==> config.mk <==
export PLATFORM = sky130hd
export DESIGN_NAME = alu_seq_flat
export DESIGN_NICKNAME = d
export VERILOG_FILES = /design/src/rtl/alu_seq_if.sv /design/src/rtl/alu_seq.sv /design/src/flat_wrapper.sv
export SDC_FILE = /design/constraint.sdc
export NUM_CORES = 1
export LEC_CHECK = 0
export BUFFER_PORTS_ARGS = -buffer_cell sky130_fd_sc_hd__buf_2
export CORE_MARGIN = 3
export CORE_UTILIZATION = 40
export CTS_CLUSTER_SIZE = 10
export DETAILED_ROUTE_END_ITERATION = 12
export PLACE_DENSITY_LB_ADDON = 0.05
export SLEW_MARGIN = 25
export SYNTH_ARGS = -nofsm -noshare
export SYNTH_HDL_FRONTEND = slang
export SYNTH_SLANG_ARGS = --single-unit
==> constraint.sdc <==
create_clock -name Clk -period 3.6 [get_ports Clk]
set_clock_uncertainty 0.15 [all_clocks]
set_input_delay 0.72 -clock Clk [delete_from_list [all_inputs] [get_ports Clk]]
set_output_delay 0.72 -clock Clk [all_outputs]
set_load 0.005 [all_outputs]
==> src/rtl/alu_seq_if.sv <==
// Operation request/result bundle for the multi-cycle ALU.
// Start is sampled only when Busy is low; Busy covers RUN and DONE; Done is a one-cycle pulse; Out/flags hold until the next completion.
interface alu_seq_if #(
  parameter int WIDTH  = 8,
  parameter int LFSR_W = 7,
  parameter int CNT_W  = 4
);
  logic             Start;
  logic [3:0]       OP;
  logic [WIDTH-1:0] InputA;
  logic [WIDTH-1:0] InputB;
  logic [CNT_W-1:0] Count;
  logic             Busy;
  logic             Done;
  logic [WIDTH-1:0] Out;
  logic             Zero;
  logic             Negative;
  logic             Carry;

  modport master (
    output Start, OP, InputA, InputB, Count,
    input  Busy, Done, Out, Zero, Negative, Carry
  );

  modport slave (
    input  Start, OP, InputA, InputB, Count,
    output Busy, Done, Out, Zero, Negative, Carry
  );
endinterface

==> src/rtl/alu_seq.sv <==
// Multi-cycle ALU: one operation per Start/Done handshake, with shifts and LFSR
// stepping done one step per clock for Count steps.
module alu_seq #(
  parameter int WIDTH  = 8,
  parameter int LFSR_W = 7,
  parameter int CNT_W  = 4
) (
  input  logic       Clk,
  input  logic       Reset,
  alu_seq_if.slave   bus,
  output logic [1:0] dbg_state
);
  typedef enum logic [1:0] {IDLE = 2'd0, RUN = 2'd1, DONE = 2'd2} state_t;

  localparam logic [3:0] OP_ADD = 4'd0, OP_SUB = 4'd1, OP_XOR = 4'd2, OP_AND = 4'd3,
                         OP_LSL = 4'd4, OP_LSR = 4'd5, OP_CMP = 4'd6, OP_PAR = 4'd7,
                         OP_LFSR = 4'd8;

  state_t           state, state_nx;
  logic [3:0]       op_q;
  logic [WIDTH-1:0] a_q, b_q, work_q, out_q, seed, res;
  logic [CNT_W-1:0] rem;
  logic             cy_q, zero_q, neg_q, carry_q, res_c, lfsr_fb, start_iter;
  logic [WIDTH:0]   sum, diff;

  always_ff @(posedge Clk) begin
    if (!Reset) state <= IDLE;
    else        state <= state_nx;
  end

  always_comb begin
    state_nx = state;
    case (state)
      IDLE:    if (bus.Start) state_nx = RUN;
      RUN:     if (rem == '0) state_nx = DONE;
      DONE:    state_nx = IDLE;
      default: state_nx = IDLE;
    endcase
  end

  assign start_iter = (bus.OP == OP_LSL) || (bus.OP == OP_LSR) || (bus.OP == OP_LFSR);
  assign lfsr_fb    = ^(a_q[LFSR_W-1:0] & work_q[LFSR_W-1:0]);
  assign sum        = {1'b0, a_q} + {1'b0, b_q};
  assign diff       = {1'b0, a_q} - {1'b0, b_q};

  always_comb begin
    seed = '0;
    seed[LFSR_W-1:0] = bus.InputB[LFSR_W-1:0];
  end

  // Shift/LFSR results are already sitting in work_q when rem reaches zero.
  always_comb begin
    res   = '0;
    res_c = 1'b0;
    case (op_q)
      OP_ADD:         begin res = sum[WIDTH-1:0];  res_c = sum[WIDTH];  end
      OP_SUB, OP_CMP: begin res = diff[WIDTH-1:0]; res_c = diff[WIDTH]; end
      OP_XOR:         res = a_q ^ b_q;
      OP_AND:         res = a_q & b_q;
      OP_LSL, OP_LSR: begin res = work_q; res_c = cy_q; end
      OP_PAR:         res = {^b_q[WIDTH-2:0], b_q[WIDTH-2:0]};
      OP_LFSR:        res = work_q;
      default:        res = '0;
    endcase
  end

  always_ff @(posedge Clk) begin
    if (!Reset) begin
      op_q    <= '0;
      a_q     <= '0;
      b_q     <= '0;
      work_q  <= '0;
      rem     <= '0;
      cy_q    <= 1'b0;
      out_q   <= '0;
      zero_q  <= 1'b0;
      neg_q   <= 1'b0;
      carry_q <= 1'b0;
    end else begin
      case (state)
        IDLE: if (bus.Start) begin
          op_q   <= bus.OP;
          a_q    <= bus.InputA;
          b_q    <= bus.InputB;
          cy_q   <= 1'b0;
          rem    <= start_iter ? bus.Count : '0;
          work_q <= (bus.OP == OP_LFSR) ? seed : bus.InputA;
        end
        RUN: if (rem != '0) begin
          rem <= rem - CNT_W'(1);
          case (op_q)
            OP_LSL:  {cy_q, work_q} <= {work_q, 1'b0};
            OP_LSR:  {work_q, cy_q} <= {1'b0, work_q};
            OP_LFSR: work_q[LFSR_W-1:0] <= {work_q[LFSR_W-2:0], lfsr_fb};
            default: ;
          endcase
        end else begin
          out_q   <= res;
          zero_q  <= (res == '0);
          neg_q   <= res[WIDTH-1];
          carry_q <= res_c;
        end
        default: ;
      endcase
    end
  end

  assign bus.Busy     = (state != IDLE);
  assign bus.Done     = (state == DONE);
  assign bus.Out      = out_q;
  assign bus.Zero     = zero_q;
  assign bus.Negative = neg_q;
  assign bus.Carry    = carry_q;
  assign dbg_state    = state;
endmodule

==> src/flat_wrapper.sv <==
// flat-port wrapper written by rule: the top's interface ports become plain ports
module alu_seq_flat 
#(
  parameter int WIDTH  = 8,
  parameter int LFSR_W = 7,
  parameter int CNT_W  = 4
)
  (Clk, Reset, dbg_state, bus_Start, bus_OP, bus_InputA, bus_InputB, bus_Count, bus_Busy, bus_Done, bus_Out, bus_Zero, bus_Negative, bus_Carry);
  alu_seq_if #(.WIDTH(WIDTH), .LFSR_W(LFSR_W), .CNT_W(CNT_W)) bus_i ();
  input  logic Clk;
  input  logic Reset;
  output logic [1:0] dbg_state;
  input wire logic [$bits(bus_i.Start)-1:0] bus_Start;
  input wire logic [$bits(bus_i.OP)-1:0] bus_OP;
  input wire logic [$bits(bus_i.InputA)-1:0] bus_InputA;
  input wire logic [$bits(bus_i.InputB)-1:0] bus_InputB;
  input wire logic [$bits(bus_i.Count)-1:0] bus_Count;
  output wire logic [$bits(bus_i.Busy)-1:0] bus_Busy;
  output wire logic [$bits(bus_i.Done)-1:0] bus_Done;
  output wire logic [$bits(bus_i.Out)-1:0] bus_Out;
  output wire logic [$bits(bus_i.Zero)-1:0] bus_Zero;
  output wire logic [$bits(bus_i.Negative)-1:0] bus_Negative;
  output wire logic [$bits(bus_i.Carry)-1:0] bus_Carry;
  assign bus_i.Start = bus_Start;
  assign bus_i.OP = bus_OP;
  assign bus_i.InputA = bus_InputA;
  assign bus_i.InputB = bus_InputB;
  assign bus_i.Count = bus_Count;
  assign bus_Busy = bus_i.Busy;
  assign bus_Done = bus_i.Done;
  assign bus_Out = bus_i.Out;
  assign bus_Zero = bus_i.Zero;
  assign bus_Negative = bus_i.Negative;
  assign bus_Carry = bus_i.Carry;
  alu_seq #(.WIDTH(WIDTH), .LFSR_W(LFSR_W), .CNT_W(CNT_W)) u_core (.Clk(Clk), .Reset(Reset), .bus(bus_i), .dbg_state(dbg_state));
endmodule
* Word level (Yosys, flattened, before mapping)
Cells that the tools add are included.
Widths: inputs -> output; s select.
** Operators by class
- Order comparisons :: 0
- Add/subtract/negate cells :: 3
- Multipliers :: 0
- Divide/modulo/power cells :: 0
- Reduce and logical (&&, ||, !) cells :: 20
- Equality and inequality tests :: 18
- Bitwise gates (word level) :: 4
- Multiplexer cells :: 19
- Shift-type cells :: 0
** Operators with widths (count)
- $pmux 8 s6 :: 1
- $eq 4x3->1 const B :: 6
- $mux 8 :: 3
- $pmux 7 s3 :: 1
- $pmux 8 s2 :: 1
- $reduce_xor 7->1 :: 2
- $mux 4 :: 3
- $add 8x8->9 :: 1
- $sub 8x8->9 :: 1
- $and 8x8->8 :: 1
- $eq 4x2->1 const B :: 2
- $eq 4x4->1 const B :: 2
- $logic_not 4->1 :: 2
- $logic_not 8->1 :: 1
- $pmux 4 s2 :: 1
- $reduce_and 4->1 :: 2
- $xor 8x8->8 :: 1
- $and 7x7->7 :: 1
- $pmux 1 s2 :: 3
- $reduce_and 2->1 :: 3
- $eq 4x1->1 const B :: 1
- $mux 2 :: 2
- $ne 2x1->1 const B :: 2
- $ne 4x1->1 const B :: 1
- 16 further kinds :: 20
** Storage, ports and cells
- Bits in latches :: 0
- Bits in writable memories :: 0
- Bits in read-only memories :: 0
- Bits of input ports :: 27
- Memories kept :: 0
- Register bits after elaboration :: 46
- Word-level logic and storage cells :: 76
- Output and inout port bits :: 15

* Depth between registers and ports, before layout
Gate-level depths: netlist of run 1.
- Depth after elaboration :: 6
- Depth in mapped cells :: 11
- Gate-level depth less buffers :: 11

* Worst setup path after synthesis of run 1
Ideal clock, no wire load.
- Kind :: register to register
- Start point :: reg u_core.b_q[1]
- End point :: reg u_core.zero_q, in the netlist u_core.bus.Zero
- Buffers on the path :: 0
- Data arrival time :: 2475 ps
- Required time :: 3366 ps
- Slack :: 890 ps
- Setup time :: 84 ps
- Stages on the path, launching flop included :: 10
- Cells stage by stage :: dfxtp_1 -> inv_1 -> ha_1 -> nand2b_4 -> a2111oi_4 -> nor3_1 -> a221oi_1 -> o21ai_1 -> or4_1 -> o31ai_2
** On the way
- Cells in the longest elaborated chain, start to end :: 3
** RTL lines
- start, declared :: RTL line alu_seq.sv:21 : logic [WIDTH-1:0] a_q, b_q, work_q, out_q, seed, res;
- start signal, assigned :: RTL line alu_seq.sv:84 : b_q <= bus.InputB;
- $sub 8x8->9 (tied with other cells) :: RTL line alu_seq.sv:44 : assign diff = {1'b0, a_q} - {1'b0, b_q};
- $pmux 8 s6 (*) :: RTL line alu_seq.sv:55 : case (op_q)
- $logic_not 8->1 (*) :: RTL line alu_seq.sv:99 : zero_q <= (res == '0);
- end signal, assigned :: RTL line alu_seq.sv:99
- end, declared :: RTL line alu_seq.sv:23 : logic cy_q, zero_q, neg_q, carry_q, res_c, lfsr_fb, start_iter;
Every way passes the cells marked *; elsewhere a longest branch is shown, timed or not.
A chain may end at the register's enable or synchronous reset.

* Worst setup path after layout of run 1
Same ends and word-level chain as after synthesis.

==> impl.org, run 1 <==
** Clock tree
- The tree is rooted in a clkbuf_8.
- Buffers added to address setup during post-CTS repair amount to 0.
- Cells resized by post-CTS repair :: 0
- TritonCTS built the clock tree.
- Counting along the longest clock path gives a buffer depth of 2.
- The H-tree generated during clock tree synthesis spans 2 levels.
- After clock tree synthesis, the clock-pin slew on the worst setup and hold paths is 0.09 ns.
- CTS buffer count :: 5
- Count of clock tree sinks :: 45
- Post-CTS Hold Fix Bufs :: 0
- Clock latency at the later pin of the worst-skew pair :: 0.30 ns

** STA
- RSZ-0062 raised after global routing :: false
- PnR worst setup slack :: 0.660 ns
- Final count of hold timing violations :: 0
- The worst path needs 2.94 ns of the cycle, external delays included.
- Setup violations remaining at the end of the flow were counted as 0.
- The worst pin sits at a relative slew slack of 33.9%.
- Max Freq :: 340 MHz
- The worst path uses 81.7% of the clock period.
- Worst Max-Slew Pin Slew :: 0.990 ns
- Final-layout setup total negative slack :: 0 ns
- Max Slew Vio Count :: 0

** Routing
- In this run, the number of DRC markers left after iteration 0 of detailed routing was 222.
- Vias :: 3097
- Dividing the detail-routed wire length by the instance count gives 16.8 um.
- Post-detailed-route count of antenna-violating nets :: 0
- For this block, the routed nets add up to 9470 um of wire.
- Number of detailed-routing iterations run before antenna repair :: 5
- In the routed layout, each cell is associated on average with a via count of 5.48.
- After detailed routing, the number of remaining DRC violations is 0.

** Placement
- Final HPWL from detailed placement :: 7310 um
- Placement-stage worst setup slack :: 0.644 ns
- Count of placed standard cells including taps :: 557
- Routability congestion estimate from global placement :: 0.842
- IO Port Bufs :: 41
- In this run the cell area measured after placement is 3580 um2.

** Yosys
- Post-synthesis cell type count :: 61
- Combined area of all synthesized cells :: 3290 um2
- Of the post-synthesis cell area, the dominant cell type holds 27.4%.
- Total number of yosys warnings :: 0
- Synthesized net count :: 477
- Mean area per synthesized cell :: 7.66 um2
- Synth Instances :: 430
- Share of async-settable or async-resettable flops after synthesis :: 0%
- Sequential area share after synthesis :: 27.4%
- Most area-consuming cells after synthesis :: dfxtp_1 27%, nand2_1 7.4%, ha_1 6.8%, a21oi_1 6.1%, nor2_1 5.0%
- #FFs+latches synth :: 45
- The largest total area in the synthesized netlist belongs to dfxtp_1.
- Dominant register cell in the synthesized netlist :: dfxtp_1
- Yosys mapped a number of flops with a built-in enable equal to 0.

** Layout
- Area taken by multi-input logic gates :: 2160 um2
- Final-layout fill cell count :: 826
- Combined flip-flop and latch cell area :: 901 um2
- Once layout is complete, the cells apart from fillers number 565.
- Design Area, Final :: 3700 um2
- Fraction of layout cells with a size suffix above 1 :: 16.4%
- Leaving out fill and tap cells, the most frequent cell in the layout is nand2_1.
- The library cells used most frequently in the layout, excluding fill and tap cells, are 65 x nand2_1, 45 x dfxtp_1, 44 x nor2_1, 41 x buf_2, 40 x a21oi_1.
- The number of antenna diodes in the final layout is 0.
- Post-synthesis to final-layout area growth :: 12.3%
- After the last flow step, the layout net total stands at 509.

** Global routing
- The first global-routing pass estimated 15500 um of wire.
- Aggregate global-route resource usage :: 20.2%
- Vias in the first global route :: 2968
- The total overflow left after global routing is 0.
- Number of antenna violations at the first check in global routing :: 0
- Maximum number of pins on one net before global-route repair :: 26

** Worst hold path
- The worst hold path begins at u_core.bus.Carry.
- Counting instances, the worst hold path has a depth of 2.
- Hold Path Sink :: u_core.bus.Carry
- In this run the worst hold path is classified as reg2reg.

** Critical path
- STA classifies the critical path endpoint as a flip-flop.
- The critical path is of the reg2reg type.
- The startpoint identified for the worst register-to-register timing path is u_core.b_q[1].
- Cell count of the worst reg-to-reg path :: 9
- Of all nets on the critical path, the largest fanout is 6.
- Critical path startpoint category :: flip-flop
- Data on the critical path arrives at its endpoint at 3.01 ns.
- Worst reg2reg setup slack :: 0.66 ns
- At the worst endpoint, the required time is 3.67 ns.
- In this run the critical register-to-register path is captured at u_core.bus.Zero.

** Power
- The worst-case IR drop observed on VDD is 192 uV.
- In this run the power density over the cells is 417 nW/um2.
- The design draws 1540 uW.
- Summed over all cells, the static leakage comes to 0.00148 uW.

** Job
- MaxCap Viol Count :: 0

** Floorplanning
- The die covers 9360 um2.
- Initial cell density of the core :: 42.0%
- Measured along the x axis, the die boundary spans 96.7 um.
- In this run the vertical extent of the chip is 96.7 um.
- After floorplanning, the core was divided into 32 placement rows.
- For this design the top-level I/O count stands at 42.
- Core area :: 7850 um2

** Status
- The run finished with clean final reports.
## layout make-up
class | instances | share of cell area, %
clock buffer | 7 | 2.34
tap | 102 | 3.45
inverter | 23 | 2.34
sequential | 45 | 24.4
clock inverter | 1 | 0.812
multi-input combinational | 333 | 58.5
timing repair buffer | 54 | 8.19
## worst max-delay path: stages, from the launching register on
cell and delay, ns:
dfxtp_1 0.47, inv_1 0.12, ha_1 0.34, nand2b_4 0.17, a2111oi_4 0.35, nor3_1 0.12, a221oi_1 0.30, o21ai_1 0.12
or4_1 0.56, o31ai_2 0.18
## stage by stage
stage | hold slack (ns) | utilization (%)
CTS | 0.315 | 47.1
global placement | 0.296 | 45.6
finish | 0.314 | 47.1
global route | 0.343 | 47.1
detailed placement | 0.301 | 45.6
floorplan | 0.303 | -
## how the worst max path moves through the flow
stage                       start         endpoint  depth (start not counted)
finish              u_core.b_q[1]  u_core.bus.Zero                          9
global route        u_core.b_q[1]  u_core.bus.Zero                          9
CTS                 u_core.b_q[1]  u_core.bus.Zero                          9
detailed placement  u_core.b_q[1]  u_core.bus.Zero                          9
global placement    u_core.b_q[1]  u_core.bus.Zero                          9
floorplan           u_core.b_q[1]  u_core.bus.Zero                          9
## where the power goes
part | leakage [uW] | internal [uW] | switching (uW)
Combinational | 0.00105 | 224 | 300
Clock | 0.0000585 | 227 | 175
Sequential | 0.000369 | 549 | 68.7
## state kept, by name (all words and copies together) (netlist names)
signal,count
u_core.dbg_state,2
u_core.bus.Out,8
u_core.bus.Zero,1
u_core.b_q,8
u_core.work_q,8
u_core.cy_q,1
u_core.rem,4
u_core.op_q,4
u_core.bus.Carry,1
u_core.a_q,8
## synth_stat cells, types with 3 or more instances
cell type   n
nand2b_1    4
clkbuf_1   16
a211oi_1   16
nand3_1     5
dfxtp_1    45
buf_2       5
nor3_1     17
nand2_1    65
nor2_1     44
a21oi_1    40
a21o_1      3
nor2b_1    11
a22oi_1     3
xor2_1      4
a31oi_1     6
mux2i_1    12
xnor2_1    12
buf_4       5
o21ai_0    16
inv_1      23
a221oi_1    4
and3_1      5
ha_1       18
a222oi_1    3
## cells by family (layout without fill, tap and decap cells)
family,count (synthesis),in the layout,share of synthesized area (%)
flip-flops,45,45,27.4
multiplexers,12,12,3.65
AO/OA/AOI/OAI,119,119,25.2
XOR/XNOR,18,18,5.62
buffers and inverters,52,85,7.14
AND/OR/NAND/NOR,164,164,23.0
adder cells (fa/ha/maj),20,20,8.05
## routing by layer
| metal | part of all wire (%) | GRT usage (%) |
|---|---|---|
| met1 | 48 | 28.4 |
| met2 | 45 | 31.8 |
| met3 | 5.3 | 3.32 |
| met4 | 1.8 | 5.83 |
| met5 | 0 | 0 |
(Power assumes the default switching activity.)
==> run 2: changes to the inputs <==
clock period = 2.42 ns   (was 3.6 ns; I/O delays follow)
==> run 2 against run 1 <==
Effect of this change: count of clock-buffer cells in the layout fell by 1; worst hold slack got worse by 0.043 ns; critical path type unchanged; the flow now finishes with violations (setup timing); register-to-register slack worse by 0.82 ns; global-route usage rose by 2.4 points; clock power increased by 14%.
==> impl.org, run 2 (synthesized netlist as in run 1, its figures left out) <==
** Status
- Result of the run: finished, violations left (was completed).
- The checks that failed: setup timing.

** STA
- Post-route fraction of the period consumed by the critical path :: 106% (was 81.7%)
- Shortest period the worst path allows :: 2.58 ns (was 2.94 ns)
- Max Freq :: 388 MHz (was 340 MHz)
- The aggregate negative setup slack came to -0.253 ns (was 0 ns).
- The number of max-slew violations in the final report came to 0 (unchanged).
- The final hold slack was 0.271 ns (was 0.314 ns).
- RSZ-0062 raised after global routing :: true (was false)
- Worst Max-Slew Pin Slew :: 0.465 ns (was 0.990 ns)
- The final number of setup-violating endpoints came to 3 (was 0).
- The post-route worst setup slack is -0.156 ns (was 0.660 ns).
- The worst slew margin relative to its limit is 68.8% (was 33.9%).
- The number of hold violations in the final report came to 0 (unchanged).

** Layout
- Most common cell after layout, fill and taps aside :: buf_4 (was nand2_1)
- Post-synthesis to final-layout area growth :: 33.5% (was 12.3%)
- Fraction of layout cells with a size suffix above 1 :: 33.5% (was 16.4%)
- Leading cell types in the layout, fill and taps excluded :: 83 x buf_4, 65 x nand2_1, 43 x nor2_1, 41 x buf_2 (was 65 x nand2_1, 45 x dfxtp_1, 44 x nor2_1, 41 x buf_2, 40 x a21oi_1)
- The multi-input logic area was 2300 um2 (was 2160 um2).
- The number of filler cells placed in the layout came to 790 (was 826).
- The total area of sequential cells came to 916 um2 (was 901 um2).
- Total number of nets in the final design :: 582 (was 509)
- The antenna cell count was 0 (unchanged).

** Floorplanning
- The number of cell rows came to 32 (unchanged).
- Core area :: 7850 um2 (unchanged)
- Die Y :: 96.7 um (unchanged)
- Die area :: 9360 um2 (unchanged)
- Die width :: 96.7 um (unchanged)
- The effective utilization at floorplan came to 42.0% (unchanged).
- The number of top-level pins is 42 (unchanged).

** Critical path
- CP Data Required Time :: 2.49 ns (was 3.67 ns)
- Kind of end point of the critical path :: flip-flop (unchanged)
- WP buf/inv :: 3 (was 1)
- Largest stage delay on the critical path :: 0.54 ns (was 0.56 ns)
- Ordered list of cells on the worst path: buf_4, buf_4, ha_1, inv_2, a2111oi_4, nor3_2, o221a_2, o21ai_1, or4_4, o31ai_2 (was inv_1, ha_1, nand2b_4, a2111oi_4, nor3_1, a221oi_1, o21ai_1, or4_1, o31ai_2).
- Critical setup path kind :: reg2reg (unchanged)
- The peak fanout along the critical path was 3 (was 6).
- Slowest library cell on the worst path :: or4_4 (was or4_1)
- Family with the most delay on the worst path :: simple AND/OR/NAND/NOR gates (was compound AO/OA/AOI/OAI gates)
- Critical path startpoint category :: flip-flop (unchanged)
- Critical path's most frequent cell :: buf_4
- Arrival time reported for the critical path endpoint :: 2.65 ns (was 3.01 ns)

** Global routing
- The global-route wire length before repair was 17300 um (was 15500 um).
- The number of antenna violations at the first check in global routing came to 0 (unchanged).
- The aggregate global-route resource usage is 22.6% (was 20.2%).
- Vias in the first global route :: 3381 (was 2968)
- The pin count of the biggest net entering global routing is 41 (was 26).
- The total global routing overflow is 0 (unchanged).

** Clock tree
- Post-CTS clock slew at the launch and capture registers of the worst setup and hold paths :: 0.09 ns (about the same)
- The deepest level of the CTS H-tree came to 2 (unchanged).
- Post-CTS Hold Fix Bufs :: 0 (unchanged)
- CTS tree :: yes (unchanged)
- Clk root buf :: clkbuf_8 (unchanged)
- The number of sinks on the clock net is 45 (unchanged).
- CTS buffer count :: 5 (unchanged)
- The latest clock arrival within the worst-skew pair is 0.30 ns (about the same).
- Max Buffers Root-to-Sink :: 2 (unchanged)

** Routing
- Detailed router's first-iteration violation count :: 237 (was 222)
- Vias :: 3459 (was 3097)
- The routed length per instance is 16.5 um (was 16.8 um).
- Number of detailed-routing iterations run before antenna repair :: 5 (unchanged)
- The remaining antenna violation count came to 0 (unchanged).
- Via/cell ratio :: 5.43 (was 5.48)
- The detailed-route DRC error count came to 0 (unchanged).
- The routed wire length came to 10500 um (was 9470 um).

** Job
- MaxCap Viol Count :: 0 (unchanged)

** Power
- The relative contribution of the clock network to total power came to 18.9% (was 26.0%).
- Worst-case vdd ir drop :: 276 uV (was 192 uV)
- Comb power frac :: 44.4% (was 33.9%)
- Sw Ratio :: 36.7% (was 35.2%)
- The cell internal power dissipation was 1540 uW (was 1000 uW).
- The power per unit of standard cell area was 554 nW/um2 (was 417 nW/um2).
- Sequential cell fraction of total power :: 36.7% (was 40.0%)
- Total chip power :: 2440 uW (was 1540 uW)
- The net switching power figure was 894 uW (was 543 uW).
- The standby leakage power came to 0.00184 uW (was 0.00148 uW).

** Worst hold path
- The path class of the lowest-slack min-delay path is in2reg (was reg2reg).

** Placement
- The estimated wirelength of the detail-placed design is 8210 um (was 7310 um).
- The count of input and output buffers came to 41 (unchanged).
- The routability congestion estimate from global placement was 0.909 (was 0.842).
run 2: final cells by class:
type | instances | area share [%]
tap | 102 | 2.90
clock inverter | 1 | 0.199
inverter | 23 | 2.02
multi-input combinational | 333 | 52.4
clock buffer | 6 | 1.65
timing repair buffer | 127 | 20.0
sequential | 45 | 20.8
run 2: power groups by stage:
| stage | clock, uW | combinational [uW] | sequential (uW) |
|---|---|---|---|
| after floorplan | 0 | 587 | 898 |
| after global placement | 0 | 999 | 906 |
| after detailed placement | 0 | 1000 | 908 |
| after CTS | 476 | 1030 | 894 |
| after global routing | 502 | 1190 | 906 |
| final | 460 | 1080 | 895 |
run 2: worst paths after layout:
path	start	endpoint	slack [ns]	depth (start not counted)
worst min-delay path	bus_InputB[7]	u_core.b_q[7]	0.27	3
worst max-delay path	u_core.b_q[1]	u_core.bus.Zero	-0.16	10
worst max register to register	u_core.b_q[1]	u_core.bus.Zero	-0.16	10
worst min register to register	u_core.bus.Carry	u_core.bus.Carry	0.32	2
run 2: through the flow:
step	instances	area [um2]	util [%]	setup slack (ns)
after global routing	637	4400	56.0	-0.268
after global placement	627	4170	53.1	-0.177
after floorplan	430	3330	-	-0.0562
final	637	4400	56.0	-0.156
after detailed placement	627	4170	53.1	-0.236
after CTS	635	4330	55.2	-0.129
run 2: timing repair:
action | 4_1_cts | 5_1_grt
gates resized for setup | 22 | 9
setup endpoints to repair | 4 | 5
pin swaps | 8 | 9
setup buffers | 1 | 2
run 2: metal layers:
metal | vias up | wire length, um | part of all wire, % | GRT usage (%)
li1 | 1725 | - | - | -
met1 | 1611 | 5010 | 48 | 32.2
met2 | 107 | 4890 | 46 | 36.0
met3 | 16 | 470 | 4.5 | 3.10
met4 | 0 | 145 | 1.4 | 5.51
met5 | - | 0 | 0 | 0
run 2: worst register-to-register path, delay by kind of cell (launching register included):
kind / cells / cell delay (ns)
buffers and inverters: 3 / 0.36
DFF: 1 / 0.35
adders and majority gates: 1 / 0.22
AOI/OAI and AO/OA: 4 / 0.57
and+or+nand+nor: 2 / 0.87
